===== src/rtl/keypad_scanner.sv =====
// ---------------------------------------------------------------------------
// keypad_scanner
//
// Matrix-keypad scanner. It drives one column at a time and samples the
// synchronised row lines on a divided scan tick. A key is confirmed only
// after a debounced press, and a one-cycle key_valid pulse reports its
// {row_idx, col_idx} code. While a key is held, scanning stops on that
// column until the release has been debounced.
//
// Optional feature macro: KEY_REPEAT_EN
//   When defined, holding a key produces extra key_valid pulses.
//   The first pulse comes REPEAT_DELAY ticks after confirm, and later
//   pulses follow every REPEAT_RATE ticks.
//   When undefined, the repeat logic is absent and each press gives
//   exactly one pulse.
//
// Ports
//   clk        in   1            system clock
//   reset      in   1            asynchronous, active-low reset
//   row_keys   in   NUM_ROWS     raw row inputs, active-high, asynchronous
//   col_keys   out  NUM_COLS     one-hot column drive (registered)
//   key_code   out  RW+CW        {row_idx, col_idx} of the confirmed key
//   key_valid  out  1            one-cycle pulse on a confirmed press (or repeat)
//   key_held   out  1            high from confirm until the release is debounced
// ---------------------------------------------------------------------------
module keypad_scanner #(
    parameter int NUM_COLS       = 4,
    parameter int NUM_ROWS       = 4,
    parameter int SCAN_DIV       = 1000,
    parameter int DEBOUNCE_TICKS = 3,
    parameter int REPEAT_DELAY   = 8,
    parameter int REPEAT_RATE    = 4
) (
    input  logic                                          clk,
    input  logic                                          reset,
    input  logic [NUM_ROWS-1:0]                           row_keys,
    output logic [NUM_COLS-1:0]                           col_keys,
    output logic [$clog2(NUM_ROWS)+$clog2(NUM_COLS)-1:0]  key_code,
    output logic                                          key_valid,
    output logic                                          key_held
);

    localparam int CW = $clog2(NUM_COLS);
    localparam int RW = $clog2(NUM_ROWS);
    localparam int VW = $clog2(SCAN_DIV);
    localparam int DW = (DEBOUNCE_TICKS > 2) ? $clog2(DEBOUNCE_TICKS) : 1;

    if (NUM_COLS < 2 || NUM_ROWS < 2 || SCAN_DIV < 2 || DEBOUNCE_TICKS < 1 ||
        REPEAT_RATE < 1 || REPEAT_DELAY < REPEAT_RATE) begin : g_bad_params
        $error("keypad_scanner: invalid parameter set");
    end

    typedef enum logic [1:0] {
        ST_SCAN     = 2'd0,
        ST_DEBOUNCE = 2'd1,
        ST_HELD     = 2'd2,
        ST_RELEASE  = 2'd3
    } state_t;

    // Index of the lowest set row. When several rows are active, the lowest one wins.
    function automatic logic [RW-1:0] lowest_row(input logic [NUM_ROWS-1:0] pat);
        logic [RW-1:0] idx;
        idx = '0;
        for (int i = NUM_ROWS - 1; i >= 0; i--) begin
            if (pat[i]) begin
                idx = RW'(i);
            end else begin
                idx = idx;
            end
        end
        return idx;
    endfunction

    // One-hot column drive pattern for a column index.
    function automatic logic [NUM_COLS-1:0] col_onehot(input logic [CW-1:0] idx);
        return {{(NUM_COLS-1){1'b0}}, 1'b1} << idx;
    endfunction

    logic [NUM_ROWS-1:0] r_sync1;
    logic [NUM_ROWS-1:0] r_rows_s;
    logic [VW-1:0]       r_div;
    logic                w_tick;
    state_t              r_state;
    logic [NUM_ROWS-1:0] r_pat;
    logic [DW-1:0]       r_cnt;
    logic                w_cnt_done;
    logic [CW-1:0]       r_col_idx;
    logic [CW-1:0]       w_col_next;
    logic [NUM_COLS-1:0] r_col_keys;
    logic [RW+CW-1:0]    r_key_code;
    logic                r_key_valid;
    logic                r_key_held;

`ifdef KEY_REPEAT_EN
    localparam int PW = $clog2(REPEAT_DELAY + 1);
    logic [PW-1:0] r_rep;
    logic          w_rep_fire;
    assign w_rep_fire = ((int'(r_rep) + 1) == REPEAT_DELAY);
`endif

    assign w_tick     = (r_div == VW'(SCAN_DIV - 1));
    // The tick that takes the count to DEBOUNCE_TICKS-1 finishes the debounce.
    assign w_cnt_done = ((int'(r_cnt) + 1) >= (DEBOUNCE_TICKS - 1));

    // Next column index, wrapping from the last column back to column 0.
    always_comb begin
        if (r_col_idx == CW'(NUM_COLS - 1)) begin
            w_col_next = '0;
        end else begin
            w_col_next = r_col_idx + CW'(1'b1);
        end
    end

    // Two-flop synchroniser for the asynchronous row inputs.
    always_ff @(posedge clk or negedge reset) begin
        if (!reset) begin
            r_sync1  <= '0;
            r_rows_s <= '0;
        end else begin
            r_sync1  <= row_keys;
            r_rows_s <= r_sync1;
        end
    end

    // Scan-tick divider: the count wraps at SCAN_DIV-1, which is also the tick cycle.
    always_ff @(posedge clk or negedge reset) begin
        if (!reset) begin
            r_div <= '0;
        end else if (w_tick) begin
            r_div <= '0;
        end else begin
            r_div <= r_div + VW'(1'b1);
        end
    end

    // Scanner FSM and its registered outputs. All state changes happen on the tick.
    always_ff @(posedge clk or negedge reset) begin
        if (!reset) begin
            r_state     <= ST_SCAN;
            r_pat       <= '0;
            r_cnt       <= '0;
            r_col_idx   <= '0;
            r_col_keys  <= col_onehot('0);
            r_key_code  <= '0;
            r_key_valid <= 1'b0;
            r_key_held  <= 1'b0;
`ifdef KEY_REPEAT_EN
            r_rep       <= '0;
`endif
        end else begin
            r_key_valid <= 1'b0;
            if (w_tick) begin
                case (r_state)
                    ST_SCAN: begin
                        if (r_rows_s != '0) begin
                            r_pat   <= r_rows_s;
                            r_cnt   <= '0;
                            r_state <= ST_DEBOUNCE;
                        end else begin
                            r_col_idx  <= w_col_next;
                            r_col_keys <= col_onehot(w_col_next);
                        end
                    end
                    ST_DEBOUNCE: begin
                        if (r_rows_s == r_pat) begin
                            if (w_cnt_done) begin
                                r_state     <= ST_HELD;
                                r_cnt       <= '0;
                                r_key_code  <= {lowest_row(r_pat), r_col_idx};
                                r_key_held  <= 1'b1;
                                r_key_valid <= 1'b1;
`ifdef KEY_REPEAT_EN
                                r_rep       <= '0;
`endif
                            end else begin
                                r_cnt <= r_cnt + DW'(1'b1);
                            end
                        end else begin
                            // The pattern changed, so drop the candidate and keep this column.
                            r_state <= ST_SCAN;
                        end
                    end
                    ST_HELD: begin
                        if (r_rows_s == '0) begin
                            r_state <= ST_RELEASE;
                            r_cnt   <= '0;
`ifdef KEY_REPEAT_EN
                            r_rep   <= '0;
                        end else if (w_rep_fire) begin
                            // Reload so that the next repeat comes REPEAT_RATE ticks later.
                            r_key_valid <= 1'b1;
                            r_rep       <= PW'(REPEAT_DELAY - REPEAT_RATE);
                        end else begin
                            r_rep <= r_rep + PW'(1'b1);
`endif
                        end
                    end
                    ST_RELEASE: begin
                        if (r_rows_s == '0) begin
                            if (w_cnt_done) begin
                                r_state    <= ST_SCAN;
                                r_cnt      <= '0;
                                r_key_held <= 1'b0;
                                r_col_idx  <= w_col_next;
                                r_col_keys <= col_onehot(w_col_next);
                            end else begin
                                r_cnt <= r_cnt + DW'(1'b1);
                            end
                        end else begin
                            // A bounce during release: the key is still held, with no new pulse.
                            r_state <= ST_HELD;
                            r_cnt   <= '0;
`ifdef KEY_REPEAT_EN
                            r_rep   <= '0;
`endif
                        end
                    end
                    default: begin
                        r_state <= ST_SCAN;
                    end
                endcase
            end
        end
    end

    assign col_keys  = r_col_keys;
    assign key_code  = r_key_code;
    assign key_valid = r_key_valid;
    assign key_held  = r_key_held;

endmodule


===== config.mk =====
export PLATFORM = sky130hd
export DESIGN_NAME = keypad_scanner
export DESIGN_NICKNAME = d
export VERILOG_FILES = /design/src/rtl/keypad_scanner.sv
export SDC_FILE = /design/constraint.sdc
export NUM_CORES = 1
export LEC_CHECK = 0
export CAP_MARGIN = 20
export CORE_AREA = 2 2 72 74
export CTS_CLUSTER_DIAMETER = 60
export DETAILED_ROUTE_END_ITERATION = 6
export DIE_AREA = 0 0 74 76
export HOLD_SLACK_MARGIN = 0.08
export PLACE_DENSITY_LB_ADDON = 0.15
export SYNTH_ARGS = -nofsm -noshare
export SYNTH_HDL_FRONTEND = slang
export SYNTH_SLANG_ARGS = --single-unit

===== constraint.sdc =====
create_clock -name clk -period 2.9 [get_ports clk]
set_input_delay 0.58 -clock clk [delete_from_list [all_inputs] [get_ports clk]]
set_output_delay 0.58 -clock clk [all_outputs]
set_load 0.005 [all_outputs]

==> results_dict.tcl <==
set metrics [dict create \
    status "finished, final reports clean" \
    yosysSeqAreaShare_pct 54.99 \
    grt_pass1_wl_mm 5.671 \
    cts_num_sinks 38 \
    synthFlopType "dfrtp_1" \
    track_usage_pct 13.26 \
    clk_path_buf_depth 2 \
    cts_buffers 5 \
    min_path_type "reg -> reg" \
    synth_edf_count 0 \
    synth.area.top_cells "dfrtp_1 (53%), mux2_2 (5.9%), ha_1 (5.8%)" \
    hold-worst-slack_ns 0.3482 \
    wl_per_cell_um 13.85 \
    post_cts_buffers 0 \
    grtUsageMet2_pct 20.09 \
    drc_errors 0 \
    htreeDepth 2 \
    gr-total-overflow 0 \
    min_period_ns 2.386 \
    diodes 0 \
    netlist_area_um2 1732 \
    cts_tree "built" \
    met3_usage_pct 4.101 \
    ant_nets 0 \
    fin_skew_ns 0.007583 \
    min_to "r_rows_s[1]" \
    dp_hpwl_mm 2.356 \
    worstHoldStart "r_sync1[1]" \
    yosys_warnings 0 \
    syn2layout_area_growth_pct 18.57 \
    p_leak_nw 0.8977 \
    vias_per_cell 4.873 \
    maxSlewHeadroom_pct 43.11 \
    gp_congestion 0.7842 \
    antenna_found_initial 0 \
    rsz0062_at_grt "false" \
    path_class "reg -> reg" \
    tightestPinTransition_ns 0.8534 \
    syn_nets 160 \
    required_ns 3.08 \
    start_util_pct 35.25 \
    clock-root-buffer "clkbuf_8" \
    synth_cells 146 \
    finalCritPeriodShare_pct 82.28 \
    p_per_area_nw_per_um2 453.6 \
    nNetsFinal 180 \
    crit_path_end_kind "register" \
    worstPathArrival_ns 2.57 \
    top_usage_layer "met2" \
    dr_total_vias 1155 \
    ys_types 33 \
    dieHeight_um 76 \
    postSynth.asyncResetShare_pct 100.0 \
    rr_startpoint "r_div[0]" \
    dieArea_um2 5624 \
    drt_iter0_markers 60 \
    yosysMostFrequentCell "dfrtp_1" \
    critPathLaunch "r_div[0]" \
    yosys.area.top_type "dfrtp_1" \
    synth_top_area_share_pct 53.47 \
    path_max_fanout 6 \
    ys_ff_latch 38 \
    crit_path_start_kind "register" \
    clock_latency_ns 0.29 \
    die-width_um 74 \
    drive_above_1_share_pct 16.77 \
    r2r_slack_ns 0.51 \
    cap_viol_max_count 0 \
    setup-violations-final 0 \
    portBuffers 15 \
    syn-mean-instance-area_um2 11.86 \
    core_um2 4912 \
    cts-resized-gates 0 \
    grt_max_degree 39 \
    max_freq_mhz 419.1 \
    met1_usage_pct 17.11 \
    clk_pin_slew_ns 0.07 \
    holdPathStages 0 \
    r2r_end "key_code[3]" \
    slew_violations 0 \
    drt-pass1-iter-count 4 \
    grt_pass1_vias 1188 \
    final-hold-violation-count 0 \
    io_pins 16 \
    irDropWorstVdd_uv 309.4 \
    tns_ns 0 \
    r2r_cells 5 \
    ctsHoldBuffers 0 \
    row_count 26 \
    drt-total-wl_mm 3.282 \
    synth_common_cells "dfrtp_1 (37), nor2_1 (11), mux2_2 (9)" \
]
[worst max path at each step]
| stage | cells past startpoint | end | slack (ns) |
|---|---|---|---|
| 2_1_floorplan | 6 | key_code[0] | 0.63 |
| 3_3_place_gp | 5 | key_code[0] | 0.61 |
| 3_5_place_dp | 5 | key_code[3] | 0.50 |
| 4_1_cts | 5 | key_code[3] | 0.49 |
| 5_1_grt | 5 | key_code[3] | 0.42 |
| 6_report | 5 | key_code[3] | 0.51 |
[registers in the layout (all words and copies together) (netlist names)]
register   flops
r_rows_s       4
r_col_idx      2
col_keys       4
r_state        2
r_pat          4
r_sync1        4
key_code       4
r_div         10
r_cnt          2
key_held       1
key_valid      1
[logic make-up (layout without fill, tap and decap cells)]
logic type               after synthesis  in the layout  synth area share (%)
AND/OR/NAND/NOR                       45             45                 13.95
buffers and inverters                 11             32                 2.818
multiplexers                          15             15                 10.48
adder cells (fa/ha/maj)                8              8                 5.781
AO/OA/AOI/OAI                         18             18                 6.431
flip-flops                            38             38                 54.99
XOR/XNOR                              11             11                 5.563
[worst max-delay path: stages, from the launching register on]
cell and delay [ns]:
dfrtp_1 0.39, ha_1 0.26, nand4_1 0.16, or4_4 0.56, or4_4 0.59, mux2_4 0.31
[metal layers]
metal  vias up  share of wire [%]
li1        552                  -
met1       577                 45
met4         0                1.9
met5         -                  0
met3         6                3.5
met2        20                 50
[power breakdown]
part / internal (W) / switching, W
registers: 0.000535 / 0.00000414
clock network: 0.000194 / 0.000176
logic: 0.00000769 / 0.0000141
[cell usage in the layout (no fill, tap or decap), drive strengths merged]
cell type / count
a211oi: 1
a21o: 1
a21oi: 5
a31oi: 1
and2: 1
and3: 1
buf: 3
clkbuf: 8
clkdlybuf4s50: 14
dfrtp: 37
dfstp: 1
ha: 8
inv: 7
mux2: 13
mux2i: 2
nand2: 5
nand2b: 1
nand3: 8
nand4: 2
nor2: 11
nor2b: 1
nor3: 4
nor4: 5
o2111ai: 1
o21ai: 6
o221ai: 1
o2bb2ai: 2
or3: 2
or4: 4
xnor2: 5
xor2: 6
[through the flow]
| step | power [W] | cell area, um2 | std cells | worst slack, ns | util, % |
|---|---|---|---|---|---|
| floorplan | 0.0005529 | 1732 | 146 | 0.6349 | - |
| global placement | 0.0005712 | 1963 | 229 | 0.6071 | 39.96 |
| detailed placement | 0.0005728 | 1963 | 229 | 0.5013 | 39.96 |
| CTS | 0.0009518 | 2053 | 237 | 0.4880 | 41.80 |
| global route | 0.0009843 | 2053 | 237 | 0.4192 | 41.80 |
| finish | 0.0009314 | 2053 | 237 | 0.5140 | 41.80 |
[layout make-up]
| class | count | area (um2) |
|---|---|---|
| well taps | 70 | 87.58 |
| clock buffers | 8 | 90.09 |
| fillers | 477 | 2859 |
| inverters | 7 | 26.28 |
| multi-input cells | 97 | 737.0 |
| repair buffers | 17 | 160.2 |
| flip-flops and latches | 38 | 952.2 |
(Power assumes the default switching activity.)
